===== src/rtl/ctrl_pkg.sv =====
// ============================================================================
// Module : ctrl_pkg
// Desc   : State encodings, opcodes and datapath select codes for the
//          multicycle MIPS control FSM. CTRL_ADDI_EN adds the addi states.
// Rev    : 1.0  initial release
// ============================================================================
`default_nettype none

package ctrl_pkg;

  typedef enum logic [3:0] {
    S_FETCH  = 4'd0,
    S_DECODE = 4'd1,
    S_MEMADR = 4'd2,
    S_MEMRD  = 4'd3,
    S_MEMWB  = 4'd4,
    S_MEMWR  = 4'd5,
    S_EXEC   = 4'd6,
    S_ALUWB  = 4'd7,
    S_BRANCH = 4'd8,
    S_JUMP   = 4'd9,
`ifdef CTRL_ADDI_EN
    S_ADDIEX = 4'd10,
    S_ADDIWB = 4'd11,
`endif
    S_FAULT  = 4'd15
  } state_t;

  localparam logic [5:0] OP_RTYPE = 6'h00;
  localparam logic [5:0] OP_J     = 6'h02;
  localparam logic [5:0] OP_BEQ   = 6'h04;
  localparam logic [5:0] OP_ADDI  = 6'h08;
  localparam logic [5:0] OP_LW    = 6'h23;
  localparam logic [5:0] OP_SW    = 6'h2B;

  localparam logic [1:0] ALUOP_ADD   = 2'b00;
  localparam logic [1:0] ALUOP_SUB   = 2'b01;
  localparam logic [1:0] ALUOP_FUNCT = 2'b10;

  localparam logic [1:0] SRCB_REG     = 2'b00;
  localparam logic [1:0] SRCB_FOUR    = 2'b01;
  localparam logic [1:0] SRCB_IMM     = 2'b10;
  localparam logic [1:0] SRCB_IMM_SH2 = 2'b11;

  localparam logic [1:0] PCSRC_ALU    = 2'b00;
  localparam logic [1:0] PCSRC_ALUOUT = 2'b01;
  localparam logic [1:0] PCSRC_JUMP   = 2'b10;

  // States that hold a memory request open and wait on MemReady.
  function automatic logic is_mem_state(input state_t s);
    return (s == S_FETCH) || (s == S_MEMRD) || (s == S_MEMWR);
  endfunction

endpackage

`default_nettype wire


===== src/rtl/mem_wait_timer.sv =====
// ============================================================================
// Module : mem_wait_timer
// Desc   : Counts cycles a memory state waits on MemReady; flags a timeout
//          when the count reaches MEM_TIMEOUT-1 with MemReady still low.
// Rev    : 1.0  initial release
// ============================================================================
`default_nettype none

module mem_wait_timer #(
  parameter int MEM_TIMEOUT = 16,
  parameter int TMR_W       = 5
) (
  input  logic clk,
  input  logic reset,
  input  logic active_i,
  input  logic mem_ready_i,
  output logic timeout_o
);

  logic [TMR_W-1:0] cnt_q;
  logic [TMR_W-1:0] cnt_d;
  logic             w_at_limit;

  assign w_at_limit = (cnt_q == TMR_W'(MEM_TIMEOUT - 1));
  // A ready on the limit cycle completes the access instead of faulting.
  assign timeout_o  = active_i && !mem_ready_i && w_at_limit;

  always_comb begin
    cnt_d = cnt_q + 1'b1;
    if (!active_i || mem_ready_i || w_at_limit) begin
      cnt_d = '0;
    end
  end

  always_ff @(posedge clk) begin
    if (reset) begin
      cnt_q <= '0;
    end else begin
      cnt_q <= cnt_d;
    end
  end

endmodule

`default_nettype wire


===== src/rtl/multicycle_control.sv =====
// ============================================================================
// Module : multicycle_control
// Desc   : Main control FSM of the multicycle MIPS datapath with memory-ready
//          handshake, illegal-opcode pulse and sticky memory-timeout fault.
//          Define CTRL_ADDI_EN to add addi support.
// Rev    : 1.0  initial release
// ============================================================================
`default_nettype none

module multicycle_control
  import ctrl_pkg::*;
#(
  parameter int MEM_TIMEOUT = 16,
  parameter int TMR_W       = 5
) (
  input  logic       clk,
  input  logic       reset,
  input  logic [5:0] Opcode,
  input  logic       MemReady,
  output logic       PCWrite,
  output logic       PCWriteCond,
  output logic       IorD,
  output logic       MemRead,
  output logic       MemWrite,
  output logic       IRWrite,
  output logic       MemtoReg,
  output logic       RegDst,
  output logic       RegWrite,
  output logic       ALUSrcA,
  output logic [1:0] ALUSrcB,
  output logic [1:0] ALUOp,
  output logic [1:0] PCSource,
  output logic       Illegal,
  output logic       Fault,
  output logic [3:0] State
);

  state_t state_q;
  state_t state_d;
  logic   w_mem_active;
  logic   w_timeout;

  assign w_mem_active = is_mem_state(state_q);

  mem_wait_timer #(
    .MEM_TIMEOUT (MEM_TIMEOUT),
    .TMR_W       (TMR_W)
  ) u_timer (
    .clk         (clk),
    .reset       (reset),
    .active_i    (w_mem_active),
    .mem_ready_i (MemReady),
    .timeout_o   (w_timeout)
  );

  always_ff @(posedge clk) begin
    if (reset) begin
      state_q <= S_FETCH;
    end else begin
      state_q <= state_d;
    end
  end

  assign Fault = (state_q == S_FAULT);
  assign State = state_q;

  always_comb begin
    state_d     = state_q;
    PCWrite     = 1'b0;
    PCWriteCond = 1'b0;
    IorD        = 1'b0;
    MemRead     = 1'b0;
    MemWrite    = 1'b0;
    IRWrite     = 1'b0;
    MemtoReg    = 1'b0;
    RegDst      = 1'b0;
    RegWrite    = 1'b0;
    ALUSrcA     = 1'b0;
    ALUSrcB     = SRCB_REG;
    ALUOp       = ALUOP_ADD;
    PCSource    = PCSRC_ALU;
    Illegal     = 1'b0;

    case (state_q)
      S_FETCH: begin
        MemRead = 1'b1;
        ALUSrcB = SRCB_FOUR;
        if (MemReady) begin
          IRWrite = 1'b1;
          PCWrite = 1'b1;
          state_d = S_DECODE;
        end else if (w_timeout) begin
          state_d = S_FAULT;
        end
      end
      S_DECODE: begin
        ALUSrcB = SRCB_IMM_SH2;
        case (Opcode)
          OP_LW, OP_SW: state_d = S_MEMADR;
          OP_RTYPE:     state_d = S_EXEC;
          OP_BEQ:       state_d = S_BRANCH;
          OP_J:         state_d = S_JUMP;
`ifdef CTRL_ADDI_EN
          OP_ADDI:      state_d = S_ADDIEX;
`endif
          default: begin
            Illegal = 1'b1;
            state_d = S_FETCH;
          end
        endcase
      end
      S_MEMADR: begin
        ALUSrcA = 1'b1;
        ALUSrcB = SRCB_IMM;
        state_d = (Opcode == OP_LW) ? S_MEMRD : S_MEMWR;
      end
      S_MEMRD: begin
        MemRead = 1'b1;
        IorD    = 1'b1;
        if (MemReady)       state_d = S_MEMWB;
        else if (w_timeout) state_d = S_FAULT;
      end
      S_MEMWB: begin
        RegWrite = 1'b1;
        MemtoReg = 1'b1;
        state_d  = S_FETCH;
      end
      S_MEMWR: begin
        MemWrite = 1'b1;
        IorD     = 1'b1;
        if (MemReady)       state_d = S_FETCH;
        else if (w_timeout) state_d = S_FAULT;
      end
      S_EXEC: begin
        ALUSrcA = 1'b1;
        ALUOp   = ALUOP_FUNCT;
        state_d = S_ALUWB;
      end
      S_ALUWB: begin
        RegDst   = 1'b1;
        RegWrite = 1'b1;
        state_d  = S_FETCH;
      end
      S_BRANCH: begin
        ALUSrcA     = 1'b1;
        ALUOp       = ALUOP_SUB;
        PCWriteCond = 1'b1;
        PCSource    = PCSRC_ALUOUT;
        state_d     = S_FETCH;
      end
      S_JUMP: begin
        PCWrite  = 1'b1;
        PCSource = PCSRC_JUMP;
        state_d  = S_FETCH;
      end
`ifdef CTRL_ADDI_EN
      S_ADDIEX: begin
        ALUSrcA = 1'b1;
        ALUSrcB = SRCB_IMM;
        state_d = S_ADDIWB;
      end
      S_ADDIWB: begin
        RegWrite = 1'b1;
        state_d  = S_FETCH;
      end
`endif
      S_FAULT: state_d = S_FAULT;
      default: state_d = S_FETCH;
    endcase

    // Nothing may write or request memory while reset is held.
    if (reset) begin
      PCWrite     = 1'b0;
      PCWriteCond = 1'b0;
      MemRead     = 1'b0;
      MemWrite    = 1'b0;
      IRWrite     = 1'b0;
      RegWrite    = 1'b0;
      Illegal     = 1'b0;
    end
  end

endmodule

`default_nettype wire

===== config.mk =====
export PLATFORM = sky130hd
export DESIGN_NAME = multicycle_control
export DESIGN_NICKNAME = d
export VERILOG_FILES = /design/src/rtl/ctrl_pkg.sv /design/src/rtl/mem_wait_timer.sv /design/src/rtl/multicycle_control.sv
export SDC_FILE = /design/constraint.sdc
export NUM_CORES = 1
export LEC_CHECK = 0
export ABC_AREA = 1
export CORE_MARGIN = 10
export CORE_UTILIZATION = 40
export DETAILED_ROUTE_END_ITERATION = 6
export PLACE_DENSITY = 0.79
export SLEW_MARGIN = 0
export SYNTH_ARGS = -nofsm -noshare
export SYNTH_HDL_FRONTEND = slang
export SYNTH_HIERARCHICAL = 1
export SYNTH_SLANG_ARGS = --single-unit

===== constraint.sdc =====
create_clock -name clk -period 2 [get_ports clk]
set_clock_uncertainty 0.05 [all_clocks]
set_input_delay 0.5 -clock clk [delete_from_list [all_inputs] [get_ports clk]]
set_output_delay 0.5 -clock clk [all_outputs]
set_load 0.05 [all_outputs]

# Word-level counts from Yosys, hierarchy flattened
# Cells that the tools add are included.
dict set report word_totals {
  input_bits 9
  out_inout_bits 22
  regBits 9
  wordCells 65
}
dict set report classes {
  eq_ne 15
  n_reduce_logical 17
  mux 30
  n_addsub 1
}
# cell n
set op_table {}
lappend op_table {{4-bit case mux with 7 select lines} 1}
lappend op_table {{1-bit two-way mux} 19}
lappend op_table {{4-bit by 3-bit equality test with 1-bit output, second input constant} 4}
lappend op_table {{4-bit two-way mux} 4}
lappend op_table {{4-bit case mux with 4 select lines} 1}
lappend op_table {{4-bit equality test, second input constant} 3}
lappend op_table {{6-bit equality test, second input constant} 2}
lappend op_table {{2-bit OR reduction} 5}
lappend op_table {{4-bit by 2-bit equality test with 1-bit output, second input constant} 2}
lappend op_table {{2-bit case mux with 2 select lines} 2}
lappend op_table {{6-bit by 2-bit equality test with 1-bit output, second input constant} 1}
lappend op_table {{6-bit by 3-bit equality test with 1-bit output, second input constant} 1}
lappend op_table {{6-bit logical NOT} 1}
lappend op_table {{2-bit case mux with 3 select lines} 1}
lappend op_table {{5-bit by 1-bit adder with 5-bit output, second input constant} 1}
lappend op_table {{5-bit by 4-bit equality test with 1-bit output, second input constant} 1}
lappend op_table {{5-bit OR reduction} 1}
lappend op_table {{4-bit by 1-bit equality test with 1-bit output, second input constant} 1}
lappend op_table {{4-bit logical NOT} 1}
lappend op_table {{1-bit logical OR} 4}
lappend op_table {{3-bit two-way mux} 1}
lappend op_table {{3-bit OR reduction} 1}
lappend op_table {{1-bit logical AND} 2}
lappend op_table {{1-bit logical NOT} 2}
lappend op_table {{1-bit case mux with 2 select lines} 1}

# Longest topological paths before layout
# Gate-level depths: netlist of run 1.
dict set report logic_depth {
  depth_word 8
  mapped_depth 12
  ltp_nobuf 12
}

# Hierarchy
# Netlist of run 1, hierarchy kept.
# mod area_each_um2 cells_per_inst instances seq_area_each_um2
set by_module_without_submodules {}
lappend by_module_without_submodules {multicycle_control 583.1 113 1 80.1}
lappend by_module_without_submodules {mem_wait_timer 237.7 30 1 100.1}

# Least setup slack after synthesis of run 1
# Ideal clock, no wire load.
dict set report synth_path {
  kind {register to output}
  start {register state_q[3], in the netlist State[3]}
  end {output port PCWriteCond}
  arrival_ns 3.017
  t_required_ns 1.450
  setup_slack_ns -1.567
  path_buffers 0
  path_stages_with_launch 5
  path_cell_list {dfxtp_1 inv_1 nor3_1 inv_1 nor2_1}
}
dict set report synth_via {
  elab_chain_len 3
}
# item line_no
set synth_lines {}
lappend synth_lines {{start, declared} multicycle_control.sv:38} ;# state_t state_q;
lappend synth_lines {{start signal, assigned} multicycle_control.sv:60} ;# state_q <= state_d;
lappend synth_lines {{4-bit equality test} multicycle_control.sv:84} ;# case (state_q)
lappend synth_lines {{1-bit two-way mux} multicycle_control.sv:84}
lappend synth_lines {{1-bit two-way mux} multicycle_control.sv:172} ;# if (reset) begin
lappend synth_lines {{end, declared} multicycle_control.sv:21} ;# output logic PCWriteCond,
# Every way passes these cells.

# Worst setup path in the final report of run 1
dict set report layout_path {
  start {register state_q[0], in the netlist State[0]}
  end {output port PCWriteCond}
}
# The elaborated chain is that of the path after synthesis.

==> results.yml, run 1 <==
run_status:
  status: "finished with violations"
  violations: "setup timing"
floorplan:
  die_h_um: 65.3
  die_width_um: 65.3
  ios: 31
  dieArea_um2: 4260
  num_rows: 16
  core_area_um2: 1960
  initial_core_util_pct: 41.8
cells_and_area:
  layout_common_cells: "buf_4, nor2_1, inv_1, buf_12, nand2_1"
  utilization_pct: 89.5
  final_common_cell: "buf_4"
  drive_above_1_share_pct: 60.4
  diodes: 0
  finalNetCount: 214
  areaGrowthSynthToFinish_pct: 114
global_route:
  grt_pass1_wl_mm: 5.89
  antenna_found_initial: 0
  busiest_layer: "met2"
  grt-ovfl-total: 0
  grt_pass1_vias: 1262
  use_met3_pct: 4.07
  grtUsageMet1_pct: 15.6
  grtUsageMet2_pct: 33.2
  grt_usage_pct: 17.3
  grt_max_degree: 9
power:
  max-vdd-ir-drop_mv: 0.423
  finalPower_uw: 600
  power.density_nw_per_um2: 342
  p_leak_uw: 0.000827
synth:
  synth_mux_area_share_pct: 0
  synth_nets: 154
  synth_seq_cells: 9
  synth-adder-area-share_pct: 3.05
  synth_top_family_by_area: "simple AND/OR/NAND/NOR gates"
  synth-simple-area-share_pct: 55.5
  syn_inst: 143
  ys_types: 19
  synth-xor-area-share_pct: 1.07
  yosysWarnings: 6
  seq_area_frac_synth_pct: 22.0
  syn_avg_cell_area_um2: 5.74
  synth_area_um2: 821
  synth-compound-area-share_pct: 3.35
setup_path:
  reg2reg_slack_ns: 0.09
  crit_path_start_kind: "flop"
  startpoint: "State[0]"
  path_max_fanout: 6
  worstPathArrival_ns: 1.49
  r2r_start: "State[0]"
  required_ns: 1.45
  critPathKind: "reg2out"
  worstSetupEndpointType: "output pin"
drt:
  vias: 1297
  drtPass1Iterations: 4
  wl_per_cell_um: 20.5
  drt_iter0_markers: 107
  wl_mm: 4.69
  drc: 0
  ant_nets: 0
  vias_per_cell: 5.66
sta:
  max_freq_mhz: 490
  slew_headroom_pct: 74.7
  setup_viol: 5
  setup_slack_ns: -0.0419
  hold_slack_ns: 0.431
  min_period_ns: 2.04
  fin_setup_tns_ns: -0.129
  worstMarginPinSlew_ns: 0.379
  final_max_slew_viol_count: 0
  grt_setup_unrepaired: "true"
  finalHoldViolations: 0
  period_share_pct: 102
worst_hold_path:
  min-delay-start: "u_timer/cnt_q[0]"
  min_path_type: "reg2reg"
clock_tree:
  clockBufferDepth: 2
  cts.sinks: 9
  numCtsBuffers: 3
  cts_tree: "yes"
  clock-root-buffer: "clkbuf_4"
  h-tree-depth: 1
  clk_latency_ns: 0.27
  clkTransAtPathRegs_ns: 0.07
place:
  numPortBuffers: 30
  dp_hpwl_mm: 2.59
  gp_congestion: 0.853
job:
  cap_viol_max_count: 0
## cell usage after synthesis
| library cell | instances | share of area [%] |
|---|---|---|
| nand2_1 | 25 | 11 |
| ha_1 | 2 | 3.0 |
| xnor2_1 | 1 | 1.1 |
| a21oi_1 | 2 | 1.2 |
| nor2_4 | 4 | 5.5 |
| nor2_1 | 33 | 15 |
| inv_2 | 5 | 2.3 |
| dfxtp_1 | 9 | 22 |
| nand3_1 | 16 | 9.8 |
| nor3_1 | 4 | 2.4 |
| o21ai_0 | 2 | 1.2 |
| buf_1 | 1 | 0.46 |
| nor4_2 | 1 | 1.5 |
| buf_4 | 1 | 0.91 |
| nand3_4 | 1 | 2.1 |
| inv_1 | 25 | 11 |
| nand2_2 | 4 | 3.0 |
| nor2_2 | 6 | 4.6 |
| o21a_1 | 1 | 0.91 |
## per-layer routing
layer,wire (um),up-vias
li1,-,552
met1,1460,570
met2,2280,123
met3,459,52
met4,498,0
met5,0,-
## worst max-delay path: stages (launching register included)
cell and delay (ns):
dfxtp_4 0.38, nor2_4 0.18, inv_4 0.07, nor3_4 0.24, inv_2 0.10, nor2_4 0.11
buf_12 0.14
## area by class of cell
| type | count | area [um2] |
|---|---|---|
| multi-input cells | 102 | 732 |
| repair buffers | 57 | 653 |
| fillers | 80 | 205 |
| flip-flops and latches | 9 | 195 |
| inverters | 30 | 115 |
| well taps | 27 | 33.8 |
| clock buffers | 3 | 22.5 |
| clock inverters | 1 | 5.00 |
## final timing paths
check,end,cells after the start
max,PCWriteCond,6
min,u_timer/cnt_q[0],1
max reg2reg,State[2],12
min reg2reg,u_timer/cnt_q[0],1
## sequential cells by signal, indices dropped and copies added, names as in the netlist
name	cells
State	4
u_timer/cnt_q	5
## logic make-up (layout without fill, tap and decap cells)
family / after synthesis / count (layout)
xor+xnor: 1 / 1
buf+inv: 32 / 91
flops: 9 / 9
fa+ha+maj: 2 / 2
simple gates: 94 / 94
compound gates: 5 / 5
## through the flow
step                      std cells  worst slack [ns]  area, um2
after detailed placement        209            -0.367       1510
final                           229           -0.0419       1760
after floorplan                 143            -0.112        931
after global placement          209            -0.271       1510
after global routing            229           -0.0727       1760
after CTS                       223           -0.0329       1640
## repair_timing
action,CTS,global route
hold buffers,0,0
setup buffers,10,6
pin swaps,7,12
setup endpoints to repair,7,13
resized for setup,22,33
## power breakdown
group / internal [uW] / switching (uW) / leakage, uW
Sequential: 180 / 9.45 / 0.0000760
Clock: 74.1 / 71.8 / 0.0000177
Combinational: 105 / 159 / 0.000733
Note: power is estimated with default switching activity, not from simulation.
==> inputs of run 2 (changes only) <==
ABC_AREA = default   (was 1)
==> run 2 against run 1 <==
Against the previous run:
- the run now fails in 5_1_grt
- synthesized area rose by 0.61%
- synthesized cell count fell by 24%
==> results.yml, run 2 <==
sta:
  worst-ep-kind: "register data pin"
  postGrtWorstEndpoint: "State[1]$_SDFF_PP0_/D"
synth:
  synth_area_um2: 826
  seq_area_frac_synth_pct: 21.8
  synth_ff_type: "dfxtp_1"
  synth_nets: 120
  ys_types: 40
  yosysTopAreaCellShare_pct: 21.8
  synth_seq_cells: 9
  synth_common_cells: "nor2_1, a21oi_1, dfxtp_1, nor3_1, buf_2"
  synth_edf_count: 0
  ys_async_sr_fraction_pct: 0
  syn_inst: 109
  yosysWarnings: 6
  yosysMostFrequentCell: "nor2_1"
  yosysTopAreaCell: "dfxtp_1"
  syn_avg_cell_area_um2: 7.58
  synth_area_leaders: "dfxtp_1, nor2_1, a21oi_1"
clock_tree:
  cts.sinks: 9
  h-tree-depth: 1
  clockBufferDepth: 2
  numCtsBuffers: 3
  clock-root-buffer: "clkbuf_4"
  hold_buffers: 0
place:
  gp_congestion: 0.925
  place_area_um2: 1640
  numPortBuffers: 30
  placedCellCount: 181
  dp_hpwl_mm: 2.66
run_status:
  stop_error: "[ERROR DPL-0038] Utilization greater than 100%, impossible to legalize"
  haltStage: "5_1_grt"
  status: "did not finish"
floorplan:
  initial_core_util_pct: 42.1
  die_h_um: 65.4
  ios: 31
  num_rows: 16
  die_width_um: 65.4
global_route:
  grt_max_degree: 15
==> run 2: timing repair <==
| action | CTS |
|---|---|
| buffers inserted | 12 |
| endpoints found under the setup margin | 11 |
| resized for setup | 43 |
| hold endpoints to repair | 0 |
| pin swaps | 11 |
==> run 2: cells by family after synthesis <==
| kind of cell | synth area share, % |
|---|---|
| adders and majority gates | 3.03 |
| muxes | 2.58 |
| and+or+nand+nor | 42.9 |
| buffers and inverters | 6.82 |
| AOI/OAI and AO/OA | 16.5 |
| xor gates and xnor gates | 6.36 |
| DFF | 21.8 |
==> run 2: through the flow <==
step           setup TNS (ns)  worst slack (ns)
2_1_floorplan          -0.545            -0.116
3_5_place_dp            -2.09            -0.519
4_1_cts                -0.300            -0.146
3_3_place_gp            -1.38            -0.436
==> inputs of run 3 (changes only) <==
CORE_AREA = 10 10 71 73   (was default)
CORE_MARGIN = default   (was 10)
CORE_UTILIZATION = default   (was 40)
DIE_AREA = 0 0 81 83   (was default)
PLACE_DENSITY = default   (was 0.79)
PLACE_DENSITY_LB_ADDON = 0.15   (was default)
==> run 3 against run 2 <==
Against the previous run:
- the flow now finishes, with violations (setup timing)
- synthesized area unchanged
- synthesized cell count unchanged
==> results.yml, run 3 <==
run_status:
  status: "finished with violations"
  violations: "setup timing"
global_route:
  grt_pass1_vias: 999
  grt_max_degree: 20
  grt_pass1_wl_mm: 4.97
  grt_usage_pct: 8.87
  antenna_found_initial: 0
  grt-ovfl-total: 0
synth:
  synth_ff_type: "dfxtp_1"
  seq_area_frac_synth_pct: 21.8
  syn_avg_cell_area_um2: 7.58
  synth_area_um2: 826
  ys_async_sr_fraction_pct: 0
  ys_types: 40
  yosysMostFrequentCell: "nor2_1"
  synth_seq_cells: 9
  synth_area_leaders: "dfxtp_1, nor2_1, a21oi_1"
  synth_edf_count: 0
  synth_nets: 120
  yosysWarnings: 6
  yosysTopAreaCellShare_pct: 21.8
  yosysTopAreaCell: "dfxtp_1"
  syn_inst: 109
  synth_common_cells: "nor2_1, a21oi_1, dfxtp_1, nor3_1, buf_2"
place:
  post-place-ws_ns: -0.539
  gp_congestion: 0.747
  dp_hpwl_mm: 2.38
  numPortBuffers: 30
  place_area_um2: 1670
sta:
  period_share_pct: 105
  setup_viol: 3
  fin_setup_tns_ns: -0.126
  slew_headroom_pct: 69.6
  final_max_slew_viol_count: 0
  min_period_ns: 2.09
  grt_setup_unrepaired: "true"
  max_freq_mhz: 478
  finalHoldViolations: 0
  setup_slack_ns: -0.0917
  worstMarginPinSlew_ns: 0.450
cells_and_area:
  stdcell_area_um2: 1940
  diodes: 0
  largest_reg_flops: 5
  finalNetCount: 186
  drive_above_1_share_pct: 63.8
  areaGrowthSynthToFinish_pct: 135
  top_register: "u_timer/cnt_q"
  final_common_cell: "buf_4"
  utilization_pct: 53.5
  layout_common_cells: "buf_4, buf_12, nor2_1, a21oi_1, buf_6"
power:
  power.density_nw_per_um2: 318
  p_leak_uw: 0.000758
  max-vdd-ir-drop_mv: 0.416
  finalPower_uw: 618
setup_path:
  critPathKind: "in2out"
  worstSetupEndpointType: "output pin"
  path_max_fanout: 3
  worstPathArrival_ns: 1.54
  crit_top_cell: "buf_6"
  r2r_start: "State[0]"
  crit_path_start_kind: "input port"
  cpPeakStageDelay_ns: 0.54
  cp_slowest_cell: "or4_4"
  required_ns: 1.45
  startpoint: "Opcode[5]"
  crit_chain: "buf_6 -> or4_4 -> a21boi_4 -> nor3_2 -> buf_6"
worst_hold_path:
  min_path_type: "reg2reg"
  min-delay-start: "u_timer/cnt_q[0]"
drt:
  ant_nets: 0
  drc: 0
  wl_per_cell_um: 13.8
  drt_iter0_markers: 26
  drtPass1Iterations: 4
  vias: 1029
  wl_mm: 3.07
  vias_per_cell: 4.64
clock_tree:
  cts.sinks: 9
  clk_latency_ns: 0.23
  hold_buffers: 0
  clkTransAtPathRegs_ns: 0.04
  numCtsBuffers: 3
  cts_tree: "yes"
  clockBufferDepth: 2
  clock-root-buffer: "clkbuf_8"
  h-tree-depth: 1
job:
  cap_viol_max_count: 0
floorplan:
  num_rows: 22
  core_area_um2: 3630
  die_width_um: 81
  dieArea_um2: 6720
  initial_core_util_pct: 22.7
  die_h_um: 83
  ios: 31
==> run 3: repair_timing <==
| action | in CTS | in global routing |
|---|---|---|
| pin swaps | 14 | 9 |
| resized for setup | 34 | 20 |
| setup buffers | 8 | 7 |
| setup endpoints to repair | 10 | 15 |
==> run 3: final timing paths <==
path	to	slack [ns]	cells past startpoint
max	Illegal	-0.09	5
min reg2reg	u_timer/cnt_q[0]	0.47	2
max reg2reg	State[0]	-0.02	8
min	u_timer/cnt_q[0]	0.47	2
==> run 3: layer usage <==
| metal | global-route usage, % | part of all wire (%) | vias to the layer above |
|---|---|---|---|
| met5 | 0 | 0 | - |
| met4 | 2.66 | 1.3 | 0 |
| met3 | 3.23 | 8.1 | 6 |
| met2 | 13.7 | 48 | 32 |
| met1 | 11.1 | 43 | 465 |
| li1 | - | - | 526 |
==> run 3: layout make-up <==
cell class,count,area (um2)
fillers,339,1690
well taps,48,60.1
repair buffers,69,805
multi-input cells,88,825
clock buffers,4,45.0
inverters,4,15.0
flip-flops and latches,9,195
==> run 3: cell families (layout without fill, tap and decap cells) <==
family / Yosys count / after routing / synth area share [%]
adder cells (fa/ha/maj): 2 / 2 / 3.03
XOR/XNOR: 6 / 6 / 6.36
AND/OR/NAND/NOR: 58 / 58 / 42.9
multiplexers: 2 / 2 / 2.58
buffers and inverters: 12 / 77 / 6.82
AO/OA/AOI/OAI: 20 / 20 / 16.5
flip-flops: 9 / 9 / 21.8
==> run 3: report_power, final <==
group          switching, uW  total, uW  internal (uW)
clock network           75.3        215            139
registers               5.87        185            180
logic                    105        218            113
==> run 3: stage by stage <==
stage          hold slack [ns]  cells
2_1_floorplan            0.367    109
3_3_place_gp             0.437    203
3_5_place_dp             0.460    203
4_1_cts                  0.468    215
5_1_grt                  0.498    222
6_report                 0.469    222
==> run 3: critical path, delay by kind of cell <==
kind	cells	cell delay, ns
AO/OA/AOI/OAI	1	0.18
AND/OR/NAND/NOR	2	0.61
buffers and inverters	2	0.25
==> inputs of run 4 (changes only) <==
SETUP_SLACK_MARGIN = 0.05   (was default)
==> run 4 against run 3 <==
Against the previous run:
- the flow still finishes with violations (setup timing)
- count of clock-buffer cells in the layout is the same
- combinational power grew 9.6%
- critical path depth is 3 higher
- non-clock buffer count grew 2
- register-to-register slack worse by 0.09 ns
- total power rose by 2.3%
- die area is the same
- utilization grew 0.38 points
- sequential power about the same
- routed wire length is 9.2% higher
- critical path type is now reg2reg
- largest power group unchanged
- highest routed layer unchanged
==> results.yml, run 4 (same netlist as run 3, synthesis figures left out) <==
sta:
  setup_viol: 4
  finalHoldViolations: 0
  slew_headroom_pct: 63.5
  period_share_pct: 106
  min_period_ns: 2.11
  setup_slack_ns: -0.112
  worstMarginPinSlew_ns: 0.539
  final_max_slew_viol_count: 0
  max_freq_mhz: 473
  grt_setup_unrepaired: "true"
cells_and_area:
  areaGrowthSynthToFinish_pct: 137
  drive_above_1_share_pct: 63.6
  diodes: 0
  register_area_um2: 195
  top_register: "u_timer/cnt_q"
  fillers: 315
  multiInputGateArea_um2: 798
  final_common_cell: "buf_4"
  largest_reg_flops: 5
  layout_common_cells: "buf_4, buf_12, nor2_1, a21oi_1"
  stdcell_area_um2: 1960
  finalNetCount: 188
floorplan:
  core_area_um2: 3630
  initial_core_util_pct: 22.7
  die_width_um: 81
  num_rows: 22
  dieArea_um2: 6720
  ios: 31
  die_h_um: 83
global_route:
  grt_pass1_wl_mm: 5.20
  grt-ovfl-total: 0
  grt_max_degree: 21
  grt_pass1_vias: 1091
  grt_usage_pct: 9.26
  antenna_found_initial: 0
clock_tree:
  h-tree-depth: 1
  cts.sinks: 9
  cts_tree: "yes"
  clkTransAtPathRegs_ns: 0.04
  clockBufferDepth: 2
  clock-root-buffer: "clkbuf_8"
  clk_latency_ns: 0.23
  numCtsBuffers: 3
  hold_buffers: 0
worst_hold_path:
  holdPathEnd: "u_timer/cnt_q[0]"
  min_path_type: "reg2reg"
  min_path_cells: 2
  min-delay-start: "u_timer/cnt_q[0]"
power:
  p_leak_uw: 0.000763
  finalPower_uw: 632
  max-vdd-ir-drop_mv: 0.327
  switching_share_pct: 29.4
  power_frac_seq_pct: 29.4
  p_int_uw: 446
  power.density_nw_per_um2: 323
  p_clk_share_pct: 32.9
  p_sw_uw: 186
  combPwrFrac_pct: 37.8
setup_path:
  r2r_start: "State[0]"
  reg2reg_slack_ns: -0.11
  crit_path_start_kind: "flop"
  path_max_fanout: 4
  worstPathArrival_ns: 2.18
  critPathKind: "reg2reg"
  startpoint: "State[0]"
  worstSetupEndpointType: "flop"
  regToRegEndpoint: "State[1]"
  required_ns: 2.07
  r2r.worst_path.cells: 8
drt:
  drt_iter0_markers: 28
  drc: 0
  ant_nets: 0
  drtPass1Iterations: 4
  routed.top_layer: "met4"
  wl_mm: 3.36
  vias_per_cell: 4.81
  met2_length_mm: 1.65
  vias: 1077
  drt-met1-wl_mm: 1.44
  wl_per_cell_um: 15.0
  dr_wl_met3_um: 237
job:
  cap_viol_max_count: 0
place:
  place_area_um2: 1660
  post-place-ws_ns: -0.479
  gp_congestion: 0.839
  numPortBuffers: 30
  dp_hpwl_mm: 2.36
run_status:
  violations: "setup timing"
  status: "finished with violations"
==> run 4: changes by cell type in the layout (fill, tap and decap cells not counted), moves of 2 or more <==
cell | before | now
clkbuf_2 | 2 | 0
buf_4 | 34 | 37
buf_6 | 6 | 3
buf_12 | 21 | 23
==> run 4: worst max-delay path, cell delays in order (launching register included) <==
cell and delay, ns:
dfxtp_4 0.37, xor2_4 0.19, mux2i_2 0.19, nor2b_4 0.18
and3b_2 0.19, or3b_4 0.39, a21oi_2 0.16, a21oi_2 0.05
a311oi_2 0.24
==> run 4: worst max path at each step <==
stage	slack [ns]	endpoint	cells past startpoint
2_1_floorplan	-0.12	Illegal	4
3_3_place_gp	-0.44	Illegal	5
3_5_place_dp	-0.48	Illegal	6
4_1_cts	-0.06	State[1]	8
5_1_grt	-0.18	State[1]	8
6_report	-0.11	State[1]	8
==> run 4: area by class of cell <==
| cell class | instances | area share (%) |
|---|---|---|
| Clock buffer | 4 | 2.30 |
| Inverter | 4 | 0.767 |
| Multi-Input combinational cell | 88 | 40.8 |
| Sequential cell | 9 | 9.97 |
| Tap cell | 48 | 3.07 |
| Timing Repair Buffer | 71 | 43.1 |
==> run 4: repair_timing <==
action | 4_1_cts | 5_1_grt
endpoints found under the setup margin | 13 | 12
pin swaps | 10 | 4
gates resized for setup | 38 | 12
buffers inserted | 12 | 7
==> run 4: power by group through the flow <==
stage	clock, uW	sequential, uW	combinational (uW)
final	208	186	239
after detailed placement	0	188	197
after global routing	228	186	251
after CTS	215	186	221
after global placement	0	188	193
after floorplan	0	192	91.8
==> run 4: layer usage <==
layer	track usage, %	up-vias
li1	-	524
met1	10.8	506
met2	14.8	43
met3	3.66	4
met4	3.13	0
met5	0	-
==> run 4: metrics by stage <==
step                hold slack [ns]  std cells  util, %  setup TNS (ns)
floorplan                     0.367        109        -          -0.545
global placement              0.436        202     45.8           -1.71
detailed placement            0.462        202     45.8           -1.96
CTS                           0.470        217     51.0          -0.155
global route                  0.491        224     53.9          -0.536
finish                        0.469        224     53.9          -0.240
